`src/rtl/ls_issue_queue_if.sv`:
```
// ls_issue_queue_if: issue-side, dcache-request and result-port signals of the load/store issue queue.
interface ls_issue_queue_if;
    logic        in_valid;
    logic        in_ready;
    logic        in_store;
    logic [15:0] in_addr;
    logic [31:0] in_wdata;
    logic [5:0]  in_tag;
    logic        dc_en;
    logic        dc_wen;
    logic [15:0] dc_addr;
    logic [31:0] dc_wdata;
    logic [5:0]  dc_tag;
    logic [31:0] dc_rdata;
    logic        out_valid;
    logic        out_ready;
    logic [5:0]  out_tag;
    logic [31:0] out_data;
    logic        out_store;
    modport slave (
        input  in_valid, in_store, in_addr, in_wdata, in_tag, dc_rdata, out_ready,
        output in_ready, dc_en, dc_wen, dc_addr, dc_wdata, dc_tag, out_valid, out_tag, out_data, out_store
    );
    modport master (
        output in_valid, in_store, in_addr, in_wdata, in_tag, dc_rdata, out_ready,
        input  in_ready, dc_en, dc_wen, dc_addr, dc_wdata, dc_tag, out_valid, out_tag, out_data, out_store
    );
endinterface

```
`src/rtl/ls_issue_queue.sv`:
```
// ls_issue_queue: in-order load/store queue feeding the dcache, with credit-limited issue into a 2-entry result FIFO.
module ls_issue_queue #(
    parameter int DEPTH = 4
) (
    input  logic          clk,
    input  logic          rst_n,
    ls_issue_queue_if.slave q_if
);
    localparam int AW = $clog2(DEPTH);
    logic          r_st    [DEPTH];
    logic [15:0]   r_addr  [DEPTH];
    logic [31:0]   r_wd    [DEPTH];
    logic [5:0]    r_tag   [DEPTH];
    logic [AW-1:0] r_wp, r_rp;
    logic [AW:0]   r_count;
    logic          r_inflight, r_if_store;
    logic [5:0]    r_if_tag;
    logic          r_rq_st   [2];
    logic [5:0]    r_rq_tag  [2];
    logic [31:0]   r_rq_data [2];
    logic          r_rq_wp, r_rq_rp;
    logic [1:0]    r_rq_count;
    logic          w_push, w_issue, w_pop;
    logic [2:0]    w_credit;
    assign q_if.in_ready = r_count != (AW+1)'(DEPTH);
    assign w_push        = q_if.in_valid && q_if.in_ready;
    assign w_pop         = q_if.out_valid && q_if.out_ready;
    // Slots the dcache result could still need: buffered + in flight, less the one leaving now
    assign w_credit      = 3'(r_rq_count) + 3'(r_inflight) - 3'(w_pop);
    assign w_issue       = (r_count != '0) && (w_credit < 3'd2);
    assign q_if.dc_en    = w_issue;
    assign q_if.dc_wen   = w_issue && r_st[r_rp];
    assign q_if.dc_addr  = r_addr[r_rp];
    assign q_if.dc_wdata = r_wd[r_rp];
    assign q_if.dc_tag   = r_tag[r_rp];
    assign q_if.out_valid = r_rq_count != 2'd0;
    assign q_if.out_tag   = r_rq_tag[r_rq_rp];
    assign q_if.out_data  = r_rq_data[r_rq_rp];
    assign q_if.out_store = r_rq_st[r_rq_rp];
    always_ff @(posedge clk) begin
        if (w_push) begin
            r_st[r_wp]   <= q_if.in_store;
            r_addr[r_wp] <= q_if.in_addr;
            r_wd[r_wp]   <= q_if.in_wdata;
            r_tag[r_wp]  <= q_if.in_tag;
        end
    end
    always_ff @(posedge clk or negedge rst_n) begin
        if (!rst_n) begin
            r_wp       <= '0;
            r_rp       <= '0;
            r_count    <= '0;
            r_inflight <= 1'b0;
            r_if_store <= 1'b0;
            r_if_tag   <= '0;
        end else begin
            r_wp       <= w_push ? r_wp + AW'(1) : r_wp;
            r_rp       <= w_issue ? r_rp + AW'(1) : r_rp;
            r_count    <= r_count + (AW+1)'(w_push) - (AW+1)'(w_issue);
            r_inflight <= w_issue;
            r_if_store <= w_issue ? r_st[r_rp] : r_if_store;
            r_if_tag   <= w_issue ? r_tag[r_rp] : r_if_tag;
        end
    end
    // Result entries are reset so the idle result port reads all-zero
    always_ff @(posedge clk or negedge rst_n) begin
        if (!rst_n) begin
            r_rq_st    <= '{default: '0};
            r_rq_tag   <= '{default: '0};
            r_rq_data  <= '{default: '0};
            r_rq_wp    <= 1'b0;
            r_rq_rp    <= 1'b0;
            r_rq_count <= '0;
        end else begin
            if (r_inflight) begin
                r_rq_st[r_rq_wp]   <= r_if_store;
                r_rq_tag[r_rq_wp]  <= r_if_tag;
                r_rq_data[r_rq_wp] <= r_if_store ? 32'h0 : q_if.dc_rdata;
            end
            r_rq_wp    <= r_inflight ? ~r_rq_wp : r_rq_wp;
            r_rq_rp    <= w_pop ? ~r_rq_rp : r_rq_rp;
            r_rq_count <= r_rq_count + 2'(r_inflight) - 2'(w_pop);
        end
    end
endmodule

```
`src/flat_wrapper.sv`:
```
// flat-port wrapper written by rule: the top's interface ports become plain ports
module ls_issue_queue_flat 
#(
    parameter int DEPTH = 4
)
  (clk, rst_n, q_if_in_valid, q_if_in_store, q_if_in_addr, q_if_in_wdata, q_if_in_tag, q_if_dc_rdata, q_if_out_ready, q_if_in_ready, q_if_dc_en, q_if_dc_wen, q_if_dc_addr, q_if_dc_wdata, q_if_dc_tag, q_if_out_valid, q_if_out_tag, q_if_out_data, q_if_out_store);
  ls_issue_queue_if q_if_i ();
  input  logic clk;
  input  logic rst_n;
  input wire logic [$bits(q_if_i.in_valid)-1:0] q_if_in_valid;
  input wire logic [$bits(q_if_i.in_store)-1:0] q_if_in_store;
  input wire logic [$bits(q_if_i.in_addr)-1:0] q_if_in_addr;
  input wire logic [$bits(q_if_i.in_wdata)-1:0] q_if_in_wdata;
  input wire logic [$bits(q_if_i.in_tag)-1:0] q_if_in_tag;
  input wire logic [$bits(q_if_i.dc_rdata)-1:0] q_if_dc_rdata;
  input wire logic [$bits(q_if_i.out_ready)-1:0] q_if_out_ready;
  output wire logic [$bits(q_if_i.in_ready)-1:0] q_if_in_ready;
  output wire logic [$bits(q_if_i.dc_en)-1:0] q_if_dc_en;
  output wire logic [$bits(q_if_i.dc_wen)-1:0] q_if_dc_wen;
  output wire logic [$bits(q_if_i.dc_addr)-1:0] q_if_dc_addr;
  output wire logic [$bits(q_if_i.dc_wdata)-1:0] q_if_dc_wdata;
  output wire logic [$bits(q_if_i.dc_tag)-1:0] q_if_dc_tag;
  output wire logic [$bits(q_if_i.out_valid)-1:0] q_if_out_valid;
  output wire logic [$bits(q_if_i.out_tag)-1:0] q_if_out_tag;
  output wire logic [$bits(q_if_i.out_data)-1:0] q_if_out_data;
  output wire logic [$bits(q_if_i.out_store)-1:0] q_if_out_store;
  assign q_if_i.in_valid = q_if_in_valid;
  assign q_if_i.in_store = q_if_in_store;
  assign q_if_i.in_addr = q_if_in_addr;
  assign q_if_i.in_wdata = q_if_in_wdata;
  assign q_if_i.in_tag = q_if_in_tag;
  assign q_if_i.dc_rdata = q_if_dc_rdata;
  assign q_if_i.out_ready = q_if_out_ready;
  assign q_if_in_ready = q_if_i.in_ready;
  assign q_if_dc_en = q_if_i.dc_en;
  assign q_if_dc_wen = q_if_i.dc_wen;
  assign q_if_dc_addr = q_if_i.dc_addr;
  assign q_if_dc_wdata = q_if_i.dc_wdata;
  assign q_if_dc_tag = q_if_i.dc_tag;
  assign q_if_out_valid = q_if_i.out_valid;
  assign q_if_out_tag = q_if_i.out_tag;
  assign q_if_out_data = q_if_i.out_data;
  assign q_if_out_store = q_if_i.out_store;
  ls_issue_queue #(.DEPTH(DEPTH)) u_core (.clk(clk), .rst_n(rst_n), .q_if(q_if_i));
endmodule
```
`config.mk`:
```
export PLATFORM = sky130hd
export DESIGN_NAME = ls_issue_queue_flat
export DESIGN_NICKNAME = d
export VERILOG_FILES = /design/src/rtl/ls_issue_queue_if.sv /design/src/rtl/ls_issue_queue.sv /design/src/flat_wrapper.sv
export SDC_FILE = /design/constraint.sdc
export NUM_CORES = 1
export LEC_CHECK = 0
export BUFFER_PORTS_ARGS = -buffer_cell sky130_fd_sc_hd__buf_2
export CAP_MARGIN = 30
export CORE_UTILIZATION = 59
export CTS_BUF_LIST = sky130_fd_sc_hd__clkbuf_4
export DETAILED_ROUTE_END_ITERATION = 8
export GPL_TIMING_DRIVEN = 0
export PLACE_DENSITY = 0.82
export SETUP_SLACK_MARGIN = 0.15
export SKIP_CTS_REPAIR_TIMING = 1
export SLEW_MARGIN = 20
export SYNTH_ARGS = -nofsm -noshare
export SYNTH_HDL_FRONTEND = slang
export SYNTH_SLANG_ARGS = --single-unit
```
`constraint.sdc`:
```
create_clock -name clk -period 4.2 [get_ports clk]
set_clock_uncertainty 0.05 [all_clocks]
set_input_delay 0.42 -clock clk [delete_from_list [all_inputs] [get_ports clk]]
set_output_delay 0.42 -clock clk [all_outputs]
set_load 0.02 [all_outputs]
```
After elaboration in Yosys (flattened, before gate mapping)

Memory sizes are Yosys's and may differ from the RTL's.
Cells that the tools add are included.

Flip-flop bits (word level): 97
Output and inout bits: 97
Memories kept: 4
Bits in writable memories: 220
Bits of input ports: 91
Word-level logic and storage cells: 64

Add/subtract/negate cells: 8
Equality and inequality tests: 1
Mux-type cells: 21
Order comparisons: 4
Reductions and logical operators: 7
Bitwise logic cells: 4

Memory list:

| name          | depth | width | rd ports | clocked after Yosys merged registers in | write ports | line                 | source |
|---|---|---|---|---|---|---|---|
| u_core.r_wd   | 4     | 32    | 1        | 0                                       | 1           | ls_issue_queue.sv:12 | `logic [31:0] r_wd [DEPTH];` |
| u_core.r_addr | 4     | 16    | 1        | 0                                       | 1           | ls_issue_queue.sv:11 | `logic [15:0] r_addr [DEPTH];` |
| u_core.r_tag  | 4     | 6     | 1        | 0                                       | 1           | ls_issue_queue.sv:13 | `logic [5:0] r_tag [DEPTH];` |
| u_core.r_st   | 4     | 1     | 1        | 0                                       | 1           | ls_issue_queue.sv:10 | `logic r_st [DEPTH];` |

Operators with widths:

| cell                                                     | number |
|---|---|
| 2-to-1 mux 32 bit                                        | 5 |
| bitwise mux 64 bit                                       | 1 |
| demux 32 bit (select 1 bit)                              | 1 |
| 2-to-1 mux 6 bit                                         | 4 |
| bitwise mux 12 bit                                       | 1 |
| demux 6 bit (select 1 bit)                               | 1 |
| 2-to-1 mux 1 bit                                         | 6 |
| subtractor 3 x 1 -> 3 bit                                | 2 |
| logical AND 1 bit                                        | 5 |
| adder 2 x 1 -> 2 bit, second input constant              | 2 |
| greater-or-equal comparator 2 bit, second input constant | 2 |
| NOT 1 -> 2 bit                                           | 2 |
| adder 2 x 1 -> 3 bit                                     | 1 |
| adder 3 x 1 -> 3 bit                                     | 1 |
| < comparator 3 x 2 -> 1 bit, second input constant       | 1 |
| != test 3 bit, second input constant                     | 1 |
| nonzero test 3 bit                                       | 1 |
| adder 2 x 1 -> 2 bit                                     | 1 |
| bitwise mux 2 bit                                        | 1 |
| < comparator 2 x 1 -> 1 bit, second input constant       | 1 |
| NOT 1 bit                                                | 2 |
| nonzero test 2 bit                                       | 1 |
| subtractor 2 x 1 -> 2 bit                                | 1 |
| demux 1 bit (select 1 bit)                               | 1 |

Longest topological paths before layout

Depth in word-level cells: 6
Mapped depth: 15

Worst setup path before layout

Ideal clock, no wire load.

Path kind: register to register
From: register u_core.r_rq_count[1]
To: register u_core.r_count[2]
Path slack: 0.337 ns
Arrival time: 3.688 ns
Stages on the path, launching flop included: 15
Period minus slack after synthesis: 3.863 ns
Setup time: 0.124 ns
Path through: dfrtp_1 or2_2 and2_1 ha_1 inv_1 ha_1 fa_1 nor3_4 ha_1 inv_1 ha_1 inv_1 fa_1 xnor2_1 xnor2_1

Word-level cells in the longest chain between the ends: 6
Elaborated cells on any way between the ends: 7

RTL lines:

| element                     | line                 | source |
|---|---|---|
| start, declared             | ls_issue_queue.sv:22 | `logic [1:0] r_rq_count;` |
| start signal, assigned      | ls_issue_queue.sv:82 | `r_rq_count <= r_rq_count + 2'(r_inflight) - 2'(w_pop);` |
| nonzero test 2 bit          | ls_issue_queue.sv:36 | `assign q_if.out_valid = r_rq_count != 2'd0;` |
| net q_if_out_valid          | flat_wrapper.sv:23   | `output wire logic [$bits(q_if_i.out_valid)-1:0] q_if_out_valid;` |
| logical AND 1 bit           | ls_issue_queue.sv:27 | `assign w_pop = q_if.out_valid && q_if.out_ready;` |
| net u_core.w_pop            | ls_issue_queue.sv:23 | `logic w_push, w_issue, w_pop;` |
| subtractor 3 x 1 -> 3 bit   | ls_issue_queue.sv:29 | `assign w_credit = 3'(r_rq_count) + 3'(r_inflight) - 3'(w_pop);` |
| net u_core.w_credit[1]      | ls_issue_queue.sv:24 | `logic [2:0] w_credit;` |
| < comparator 3 x 2 -> 1 bit | ls_issue_queue.sv:30 | `assign w_issue = (r_count != '0) && (w_credit < 3'd2);` |
| logical AND 1 bit           | ls_issue_queue.sv:30 |  |
| net q_if_dc_en              | flat_wrapper.sv:18   | `output wire logic [$bits(q_if_i.dc_en)-1:0] q_if_dc_en;` |
| subtractor 3 x 1 -> 3 bit   | ls_issue_queue.sv:59 | `r_count <= r_count + (AW+1)'(w_push) - (AW+1)'(w_issue);` |
| end signal, assigned        | ls_issue_queue.sv:59 |  |
| end, declared               | ls_issue_queue.sv:15 | `logic [AW:0] r_count;` |

The timed path passes the listed nets, and every way through them passes these cells.
A chain may end at the register's enable or synchronous reset.

Final worst setup path

From: register u_core.r_rq_count[1]
To: output q_if_dc_wen

Word-level cells in the longest chain between the ends: 6
Elaborated cells on any way between the ends: 7

RTL lines:

| element                     | line                 | source |
|---|---|---|
| nonzero test 2 bit          | ls_issue_queue.sv:36 |  |
| logical AND 1 bit           | ls_issue_queue.sv:27 |  |
| net u_core.w_pop            | ls_issue_queue.sv:23 |  |
| subtractor 3 x 1 -> 3 bit   | ls_issue_queue.sv:29 |  |
| < comparator 3 x 2 -> 1 bit | ls_issue_queue.sv:30 |  |
| logical AND 1 bit           | ls_issue_queue.sv:30 |  |
| logical AND 1 bit           | ls_issue_queue.sv:32 | `assign q_if.dc_wen = w_issue && r_st[r_rp];` |
| end, declared               | flat_wrapper.sv:19   | `output wire logic [$bits(q_if_i.dc_wen)-1:0] q_if_dc_wen;` |

The timed path passes the listed nets, and every way through them passes these cells.

==> qor.yml <==
rsz0062_at_grt: "false"
io_buffer_count: 187
die-area_um2: 21330
final_common_cell: "edfxtp_1"
cts_root_buf: "clkbuf_4"
avgSynthCellArea_um2: 18.27
slew_headroom_pct: 51.96
worst-path-max-fanout: 9
grt_max_degree: 71
grt_use_total_pct: 22.97
final_cell_mix: "edfxtp_1 (220), buf_2 (192), clkbuf_4 (119), dfrtp_1 (97), dlygate4sd3_1 (73)"
core_um2: 20300
synth_flop_cell: "edfxtp_1"
synthCells: 670
instances_no_fill: 1344
die_y_um: 146.1
netlist_top_cells_area: "edfxtp_1 (54%), dfrtp_1 (20%), mux4_2 (9.7%), mux2_2 (5.6%), o21ai_0 (2.6%)"
routabilityCongestion: 0.8256
grt_pass1_wl_mm: 37.61
place_ws_ps: 159.7
area_growth_pct: 25.87
synthesis.area_um2: 12240
drtPass1Iterations: 4
grt_pass1_vias: 7370
vias: 7322
wl_per_cell_um: 19.48
nFillCells: 1174
tns_ps: 0
place_area_um2: 13640
ant_nets: 0
cts_tree: "yes"
routed_wl_mm: 26.18
drv_slew: 0
status: "finished, final reports clean"
min_period_over_period_pct: 91.51
grt_antenna_before_repair: 2
min_path_type: "in2reg"
worst_slack_ps: 356.8
die_w_um: 146.1
worst-setup-path-type: "reg2out"
start_kind: "flip-flop"
hold_viol: 0
path_clk_slew_ps: 60
worstPathArrival_ps: 3370
yosysUniqueCellTypes: 26
fin_nets: 1118
leakagePower_nw: 6.160
htree_levels: 3
cts_buffers: 77
vias_per_cell: 5.448
clock_sinks: 317
p_per_area_nw_per_um2: 761.3
drt-initial-drc-count: 424
hpwlAfterDp_mm: 15.46
slowest_delay_ps: 410
min_period_ps: 3843
clockBufferDepth: 3
io_pins: 188
reg2reg_slack_ps: 410
cp-end-kind: "output pin"
floorplan.initialDensity_pct: 60.31
setup_viol: 0
fmax_mhz: 260.2
required_ps: 3730
drc: 0
synth-seq-cells: 317
yosys.area.top_type_share_pct: 53.96
synth_warnings: 0
dp.cells: 1132
holdWs_ps: 9.997
vdd.ir_drop.worst_mv: 0.4976
synthArstFlopShare_pct: 30.60
overflow: 0
tightest_slew_ps: 720.6
cp_slowest_cell: "fa_1"
syn-num-nets: 771
fin_area_um2: 15410
ys_seq_area_share_pct: 73.79
maxCapViolations: 0
synth_top_area_cell: "edfxtp_1"
crit_chain: "or2_2 > and2_1 > ha_1 > inv_1 > ha_1 > fa_1 > xnor2_1 > nor3_4 > buf_12 > and2_1 > buf_2"
layout-drive-gt1-share_pct: 42.48
synth_edf_count: 220
worstSkewPairLatency_ps: 660
rows: 52
worst paths after layout:
kind	startpoint	endpoint	depth (start not counted)
setup / recovery	u_core.r_rq_count[1]$_DFF_PN0_	q_if_dc_wen	11
hold / removal	q_if_dc_rdata[27]	u_core.r_rq_data[27]$_DFFE_PN0P_	3
setup reg to reg	u_core.r_rq_count[1]$_DFF_PN0_	u_core.r_count[2]$_DFF_PN0_	16
hold reg to reg	u_core.r_rq_data[18]$_DFFE_PN0P_	u_core.r_rq_data[18]$_DFFE_PN0P_	2
max in group asynchronous	rst_n	u_core.r_rq_data[37]$_DFFE_PN0P_	3
min in group asynchronous	rst_n	u_core.r_rq_data[27]$_DFFE_PN0P_	2
sequential cells by signal (all words and copies together) (netlist names), 2 cells and up:
| name | count |
|---|---|
| u_core.r_rq_tag | 12 |
| u_core.r_wd | 128 |
| u_core.r_rp | 2 |
| u_core.r_st | 4 |
| u_core.r_addr | 64 |
| u_core.r_rq_data | 64 |
| u_core.r_tag | 24 |
| u_core.r_if_tag | 6 |
| u_core.r_wp | 2 |
| u_core.r_rq_count | 2 |
| u_core.r_count | 3 |
| u_core.r_rq_st | 2 |
kinds of logic (layout without fill, tap and decap cells):
| family | Yosys count | in the layout | synth area share (%) |
|---|---|---|---|
| buffers and inverters | 44 | 445 | 1.656 |
| multiplexers | 116 | 116 | 15.79 |
| AND/OR/NAND/NOR | 110 | 110 | 4.343 |
| adder cells (fa/ha/maj) | 10 | 10 | 1.145 |
| AO/OA/AOI/OAI | 65 | 65 | 2.708 |
| other | 0 | 3 | 0 |
| flip-flops | 317 | 317 | 73.79 |
| XOR/XNOR | 8 | 8 | 0.5722 |
routing by layer:
layer,global-route usage (%),vias up,wire (µm)
li1,-,3300,-
met1,28.57,3651,10130
met2,36.63,329,13260
met3,8.063,42,2254
met4,10.57,0,542
met5,0,-,0
through the flow:
stage | total power (W) | util (%)
2_1_floorplan | 0.007665 | -
3_3_place_gp | 0.008938 | 66.59
3_5_place_dp | 0.009092 | 67.20
4_1_cts | 0.01162 | 72.10
5_1_grt | 0.01237 | 75.90
6_report | 0.01173 | 75.91
cell type report:
class / count / area [µm²] / area share (%)
Antenna cell: 3 / 7.507 / 0.04872
Tap cell: 270 / 337.8 / 2.192
Sequential cell: 317 / 9034 / 58.62
Inverter: 10 / 37.54 / 0.2436
Timing Repair Buffer: 268 / 1815 / 11.78
Buffer: 34 / 165.2 / 1.072
Clock buffer: 119 / 893.4 / 5.797
Clock inverter: 14 / 102.6 / 0.6658
Multi-Input combinational cell: 309 / 3017 / 19.58
worst max-delay path, delay by kind of cell (launching register included):
kind          cells  cell delay, ps
simple gates      4             890
flops             1             400
xor+xnor          1             190
buf+inv           3             370
fa+ha+maj         3             890
Yosys cell counts (all sizes together) (4+ instances only):
cell type	count
edfxtp	220
o21ai	64
mux2	61
buf	14
and2	6
xor2	4
dfrtp	97
mux4	55
clkbuf	20
nand2b	33
nand2	66
xnor2	4
ha	8
inv	10
power breakdown:
group | internal [W] | switching [W] | total [W]
combinational | 0.00195 | 0.00264 | 0.00459
sequential | 0.00427 | 0.000340 | 0.00461
clock | 0.00135 | 0.00118 | 0.00253
No activity file was read; power rests on OpenSTA's default activity.
